$ cat src/rtl/cache_refill_controller_pkg.sv
// Shared constants for the cache refill controller: word width, address
// field bounds and the refill FSM state encoding.
package cache_refill_controller_pkg;

  localparam int WORD_LENGTH = 32;
  localparam int SETS        = 1024;
  localparam int ADDR_WIDTH  = 15;

  localparam int TAG_HI    = 14;
  localparam int TAG_LO    = 12;
  localparam int INDEX_HI  = 11;
  localparam int INDEX_LO  = 2;
  localparam int OFFSET_HI = 1;
  localparam int OFFSET_LO = 0;

  // A block base is everything above the word offset (tag and index together).
  localparam int BASE_WIDTH = ADDR_WIDTH - (OFFSET_HI - OFFSET_LO + 1);

  typedef enum logic [1:0] {
    IDLE  = 2'd0,
    FETCH = 2'd1,
    WRITE = 2'd2
  } state_t;

  function automatic logic [ADDR_WIDTH-1:0] word_addr(
    input logic [BASE_WIDTH-1:0] base,
    input logic [1:0]            offset
  );
    return {base, offset};
  endfunction

endpackage

$ cat src/rtl/cache_refill_controller_refill_buffer.sv
// Four-word refill staging buffer; one word written per memory response,
// all words visible for the block write into the cache.
module refill_buffer
  import cache_refill_controller_pkg::*;
(
  input  logic                   clk,
  input  logic                   rst_n,
  input  logic                   we,
  input  logic [1:0]             widx,
  input  logic [WORD_LENGTH-1:0] wdata,
  output logic [WORD_LENGTH-1:0] word0,
  output logic [WORD_LENGTH-1:0] word1,
  output logic [WORD_LENGTH-1:0] word2,
  output logic [WORD_LENGTH-1:0] word3
);

  always_ff @(posedge clk or negedge rst_n) begin
    if (!rst_n) begin
      word0 <= '0;
      word1 <= '0;
      word2 <= '0;
      word3 <= '0;
    end else if (we) begin
      case (widx)
        2'd0:    word0 <= wdata;
        2'd1:    word1 <= wdata;
        2'd2:    word2 <= wdata;
        default: word3 <= wdata;
      endcase
    end
  end

endmodule

$ cat src/rtl/cache_refill_controller.sv
// Blocking cache refill controller: on a read miss it fetches the four words
// of the block from memory, then writes the block and forwards the requested word.
module cache_refill_controller
  import cache_refill_controller_pkg::*;
(
  input  logic                   clk,
  input  logic                   rst_n,
  input  logic                   req,
  input  logic [ADDR_WIDTH-1:0]  address,
  input  logic                   hit,
  output logic                   mem_read,
  output logic [ADDR_WIDTH-1:0]  mem_addr,
  input  logic                   mem_ready,
  input  logic [WORD_LENGTH-1:0] mem_rdata,
  output logic                   cache_write,
  output logic [WORD_LENGTH-1:0] dataIn1,
  output logic [WORD_LENGTH-1:0] dataIn2,
  output logic [WORD_LENGTH-1:0] dataIn3,
  output logic [WORD_LENGTH-1:0] dataIn4,
  output logic                   stall,
  output logic                   refill_valid,
  output logic [WORD_LENGTH-1:0] refill_word
);

  state_t                 state;
  state_t                 next_state;
  logic [1:0]             counter;
  logic [BASE_WIDTH-1:0]  base;
  logic                   suppress;
  logic                   miss;
  logic                   capture;
  logic [WORD_LENGTH-1:0] slot0;
  logic [WORD_LENGTH-1:0] slot1;
  logic [WORD_LENGTH-1:0] slot2;
  logic [WORD_LENGTH-1:0] slot3;
  logic [WORD_LENGTH-1:0] selected;

  // The cycle right after WRITE still sees the old lookup result for an
  // unchanged address, so a miss there must not start another refill.
  assign miss    = (state == IDLE) && req && !hit && !suppress;
  assign capture = (state == FETCH) && mem_ready;

  refill_buffer u_buffer (
    .clk   (clk),
    .rst_n (rst_n),
    .we    (capture),
    .widx  (counter),
    .wdata (mem_rdata),
    .word0 (slot0),
    .word1 (slot1),
    .word2 (slot2),
    .word3 (slot3)
  );

  assign dataIn1 = slot3;
  assign dataIn2 = slot2;
  assign dataIn3 = slot1;
  assign dataIn4 = slot0;

  always_ff @(posedge clk or negedge rst_n) begin
    if (!rst_n) begin
      state <= IDLE;
    end else begin
      state <= next_state;
    end
  end

  always_ff @(posedge clk or negedge rst_n) begin
    if (!rst_n) begin
      counter  <= 2'd0;
      base     <= '0;
      suppress <= 1'b0;
    end else begin
      suppress <= (state == WRITE);
      if (miss) begin
        base    <= address[TAG_HI:INDEX_LO];
        counter <= 2'd0;
      end else if (capture) begin
        counter <= counter + 2'd1;
      end
    end
  end

  always_comb begin
    selected = slot0;
    case (address[OFFSET_HI:OFFSET_LO])
      2'd0:    selected = slot0;
      2'd1:    selected = slot1;
      2'd2:    selected = slot2;
      default: selected = slot3;
    endcase
  end

  always_comb begin
    next_state   = state;
    mem_read     = 1'b0;
    mem_addr     = '0;
    cache_write  = 1'b0;
    refill_valid = 1'b0;
    refill_word  = '0;
    stall        = 1'b0;
    case (state)
      IDLE: begin
        stall = miss;
        if (miss) begin
          next_state = FETCH;
        end
      end
      FETCH: begin
        stall    = 1'b1;
        mem_read = 1'b1;
        mem_addr = word_addr(base, counter);
        if (capture && (counter == 2'd3)) begin
          next_state = WRITE;
        end
      end
      WRITE: begin
        stall        = 1'b1;
        cache_write  = 1'b1;
        refill_valid = 1'b1;
        refill_word  = selected;
        next_state   = IDLE;
      end
      default: begin
        next_state = IDLE;
      end
    endcase
  end

endmodule

$ cat config.mk
export PLATFORM = sky130hd
export DESIGN_NAME = cache_refill_controller
export DESIGN_NICKNAME = d
export VERILOG_FILES = /design/src/rtl/cache_refill_controller_pkg.sv /design/src/rtl/cache_refill_controller_refill_buffer.sv /design/src/rtl/cache_refill_controller.sv
export SDC_FILE = /design/constraint.sdc
export NUM_CORES = 1
export LEC_CHECK = 0
export ABC_CLOCK_PERIOD_IN_PS = 1700
export BUFFER_PORTS_ARGS = -buffer_cell sky130_fd_sc_hd__buf_2
export CAP_MARGIN = 5
export CORE_ASPECT_RATIO = 1.2
export CORE_MARGIN = 4
export CORE_UTILIZATION = 45
export CTS_BUF_LIST = sky130_fd_sc_hd__clkbuf_4
export DETAILED_ROUTE_END_ITERATION = 7
export PLACE_DENSITY_LB_ADDON = 0.2
export SLEW_MARGIN = 5
export SYNTH_ARGS = -nofsm -noshare
export SYNTH_HDL_FRONTEND = slang
export SYNTH_SLANG_ARGS = --single-unit
export TNS_END_PERCENT = 10
$ cat constraint.sdc
create_clock -name clk -period 1.7 [get_ports clk]
set_clock_uncertainty 0.2 [all_clocks]
set_input_delay 0.085 -clock clk [delete_from_list [all_inputs] [get_ports clk]]
set_output_delay 0.085 -clock clk [all_outputs]
set_load 0.05 [all_outputs]
==> results.cfg <==
[route]
wl_met2_mm = 11.7
drc_errors = 0
viasPerCell = 5.26
drt_iter0_drc = 256
wl_met1_mm = 8.20
ant_nets = 0
dr.pass1.iters = 4
vias = 5418
wl_per_cell_um = 21.1
top_layer_used = met4
wl_met3_mm = 1.10
drt_wl_total_mm = 21.7

[pwr]
leakagePower_nw = 5.72
cellPowerDensity_mw_per_mm2 = 2020
total_power_w = 0.0218
ir_drop_v = 0.00134

[status]
outcome = finished, violations left
violations = negative setup slack

[setup_path]
crit_type = flip-flop to output pin
path_max_fanout = 5
cp_slowest_cell = dfrtp_1
reg2reg_to = base[10]
cp_slowest_stage_delay_ns = 0.41
r2r_cells = 11
cp-start-kind = flip-flop
r2r_slack_ns = -0.22
crit_required_ns = 1.41
reg2reg_from = state[0]
endpoint_kind = output pin
arrival_ns = 1.82
crit_chain = buf_4 > ha_4 > clkbuf_16 > and2_2 > buf_6

[synthesis]
ys_warn_count = 0
yosys.area.top_type_share_pct = 54.9
synth_compound_area_share_pct = 0.414
ys_ff_latch = 146
synth_largest_area_cell = dfrtp_1
syn-mean-instance-area_um2 = 14.7
synth_area_leaders = dfrtp_1 (55%), mux2_2 (22%), mux4_2 (11%)
synthXorXnorAreaFrac_pct = 0.132
synth_top_family_by_area = multiplexers
synthAdderAreaFrac_pct = 1.69
yosysSeqAreaShare_pct = 54.9
postSynthCellCount = 452
synth-simple-area-share_pct = 7.67
ys_types = 22
synth_area_mm2 = 0.00665
synth.net_count = 513
synthMuxAreaShare_pct = 32.7

[sta]
timing.fmax_mhz = 475
hold_viol = 0
drv_slew = 0
holdWs_ns = 0.0556
layout_min_cycle_time_ns = 2.11
tightest_slew_ns = 0.305
report.final.setup_viol = 199
slew_headroom_pct = 79.8
period_share_pct = 124
setup_ws_ns = -0.406
rsz0062_at_grt = true

[die]
fp.coreArea_mm2 = 0.0144
initial_core_util_pct = 46.2
fp-row-count = 48
dieHeight_um = 141
ioPinCount = 231
dieWidth_um = 119
dieArea_mm2 = 0.0168

[clocking]
insertion_delay_ns = 0.56
clockRootBuffer = clkbuf_4
cts_max_path_buffers = 2
tritoncts = built
clkTransAtPathRegs_ns = 0.12
cts_buffers = 17
cts.sinks = 146
cts.htree.levels = 4

[worst_hold_path]
hp-class = primary input to flip-flop
min_path_cells = 4
hold_end = base[4]
hold_start = address[6]

[global_routing]
grt_overflow = 0
grt_max_degree = 54
grt.total_usage_pct = 25.0
grt_pass1_vias = 6052
grt_pass1_wl_mm = 32.5
grt_antenna_before_repair = 1

[final_layout]
syn_to_final_growth_pct = 62.8
final_cells = 1030
drive_gt1_share_pct = 69.8
nNetsFinal = 902
fill_cells = 903

[place]
place_inst = 858
port_buffers = 230
post-dp-hpwl_mm = 12.8
place_ws_ns = -0.0396
gp_congestion = 0.781

[run]
maxCapViolations = 0
-- worst max path at each step --
stage                               endpoint  depth (start not counted)                from
after detailed placement  u_buffer.word0[19]                          5            state[0]
final                        refill_word[13]                          5            state[1]
after global routing                   stall                          6            state[0]
after floorplan                     state[1]                          6            state[1]
after global placement    u_buffer.word0[30]                          5            state[0]
after CTS                    refill_word[31]                          3  u_buffer.word0[31]
-- critical path, delay by kind of cell (launching register included) --
kind | cells | cell delay (ns)
buffers and inverters | 3 | 0.49
flip-flops | 1 | 0.41
adder cells (fa/ha/maj) | 1 | 0.21
AND/OR/NAND/NOR | 1 | 0.17
-- cells in the mapped netlist --
| cell type | count |
|---|---|
| dfrtp_1 | 146 |
| inv_1 | 4 |
| buf_6 | 3 |
| nand4bb_1 | 1 |
| buf_4 | 1 |
| nor2_1 | 3 |
| nor4bb_1 | 1 |
| buf_1 | 2 |
| and2_1 | 47 |
| clkbuf_1 | 6 |
| o21ai_0 | 2 |
| nand2_1 | 41 |
| clkbuf_2 | 1 |
| nand3_1 | 4 |
| mux4_2 | 32 |
| a21boi_0 | 1 |
| a21oi_1 | 2 |
| ha_1 | 9 |
| buf_2 | 15 |
| nand3_2 | 1 |
| xnor2_1 | 1 |
| mux2_2 | 129 |
-- per-stage QoR --
stage / TNS, ns / util, % / cell area, µm²
2_1_floorplan: -4.45 / - / 6770
3_3_place_gp: -0.353 / 58.1 / 8380
3_5_place_dp: -0.969 / 58.1 / 8380
4_1_cts: -33.08 / 72.5 / 10400
5_1_grt: -43.92 / 75.1 / 10800
6_report: -34.45 / 75.1 / 10800
-- area by class of cell --
| type | count | area, µm² | share of cell area [%] |
|---|---|---|---|
| Antenna cell | 1 | 2.50 | 0.0231 |
| Clock buffer | 19 | 143 | 1.32 |
| Clock inverter | 13 | 214 | 1.98 |
| Inverter | 4 | 15.0 | 0.139 |
| Multi-Input combinational cell | 274 | 3330 | 30.7 |
| Sequential cell | 146 | 3650 | 33.7 |
| Tap cell | 175 | 219 | 2.02 |
| Timing Repair Buffer | 398 | 3260 | 30.1 |
-- sequential cells by signal, indices dropped and copies added (netlist names) --
register and count:
u_buffer.word2 32, u_buffer.word3 32, counter 2, suppress 1
state 2, u_buffer.word1 32, u_buffer.word0 32, base 13
-- cells by family after synthesis --
group | Yosys count
xor gates and xnor gates | 1
buffers and inverters | 32
adders and majority gates | 9
AOI/OAI and AO/OA | 5
muxes | 161
DFF | 146
and+or+nand+nor | 98
-- what timing repair did --
action / CTS / global route
hold buffers: 51 / 0
resized for setup: 193 / 71
endpoints found under the setup margin: 141 / 206
pin swaps: 15 / 9
cloned: 0 / 3
hold endpoints to repair: 291 / 0
setup buffers: 73 / 12
-- metal layers --
layer / GRT usage, % / vias to the layer above
met2: 44.2 / 203
met3: 6.26 / 48
met1: 28.6 / 2787
met4: 10.9 / 0
met5: 0 / -
li1: - / 2380
-- cell usage in the layout, fill, tap and decap left out --
cell type      instances
mux2_4                77
a21boi_1               1
inv_2                  2
clkinv_2               2
buf_12                16
buf_4                 91
dfrtp_1              146
ha_4                   3
o21ai_0                2
nor4bb_4               1
nand2_1               39
nor2_4                 1
inv_1                  2
and2_1                 4
clkbuf_16              2
buf_6                 38
nand2_2                2
bufinv_16              6
clkinv_4               1
clkbuf_4              26
nand3_1                1
buf_2                169
nor2_1                 1
nor2_2                 1
and2_4                27
mux4_2                32
and2_2                16
xnor2_1                1
diode_2                1
mux2_2                52
nand3_4                4
clkinv_1               4
nand4bb_1              1
ha_1                   6
a21oi_2                2
buf_8                 25
dlygate4sd3_1         50
-- power by group --
part	total (W)	internal (W)	switching [W]
Sequential	0.00592	0.00489	0.00103
Combinational	0.0132	0.00515	0.00805
Clock	0.00271	0.00147	0.00124
Total	0.0218	0.0115	0.0103
(Power assumes the default switching activity.)
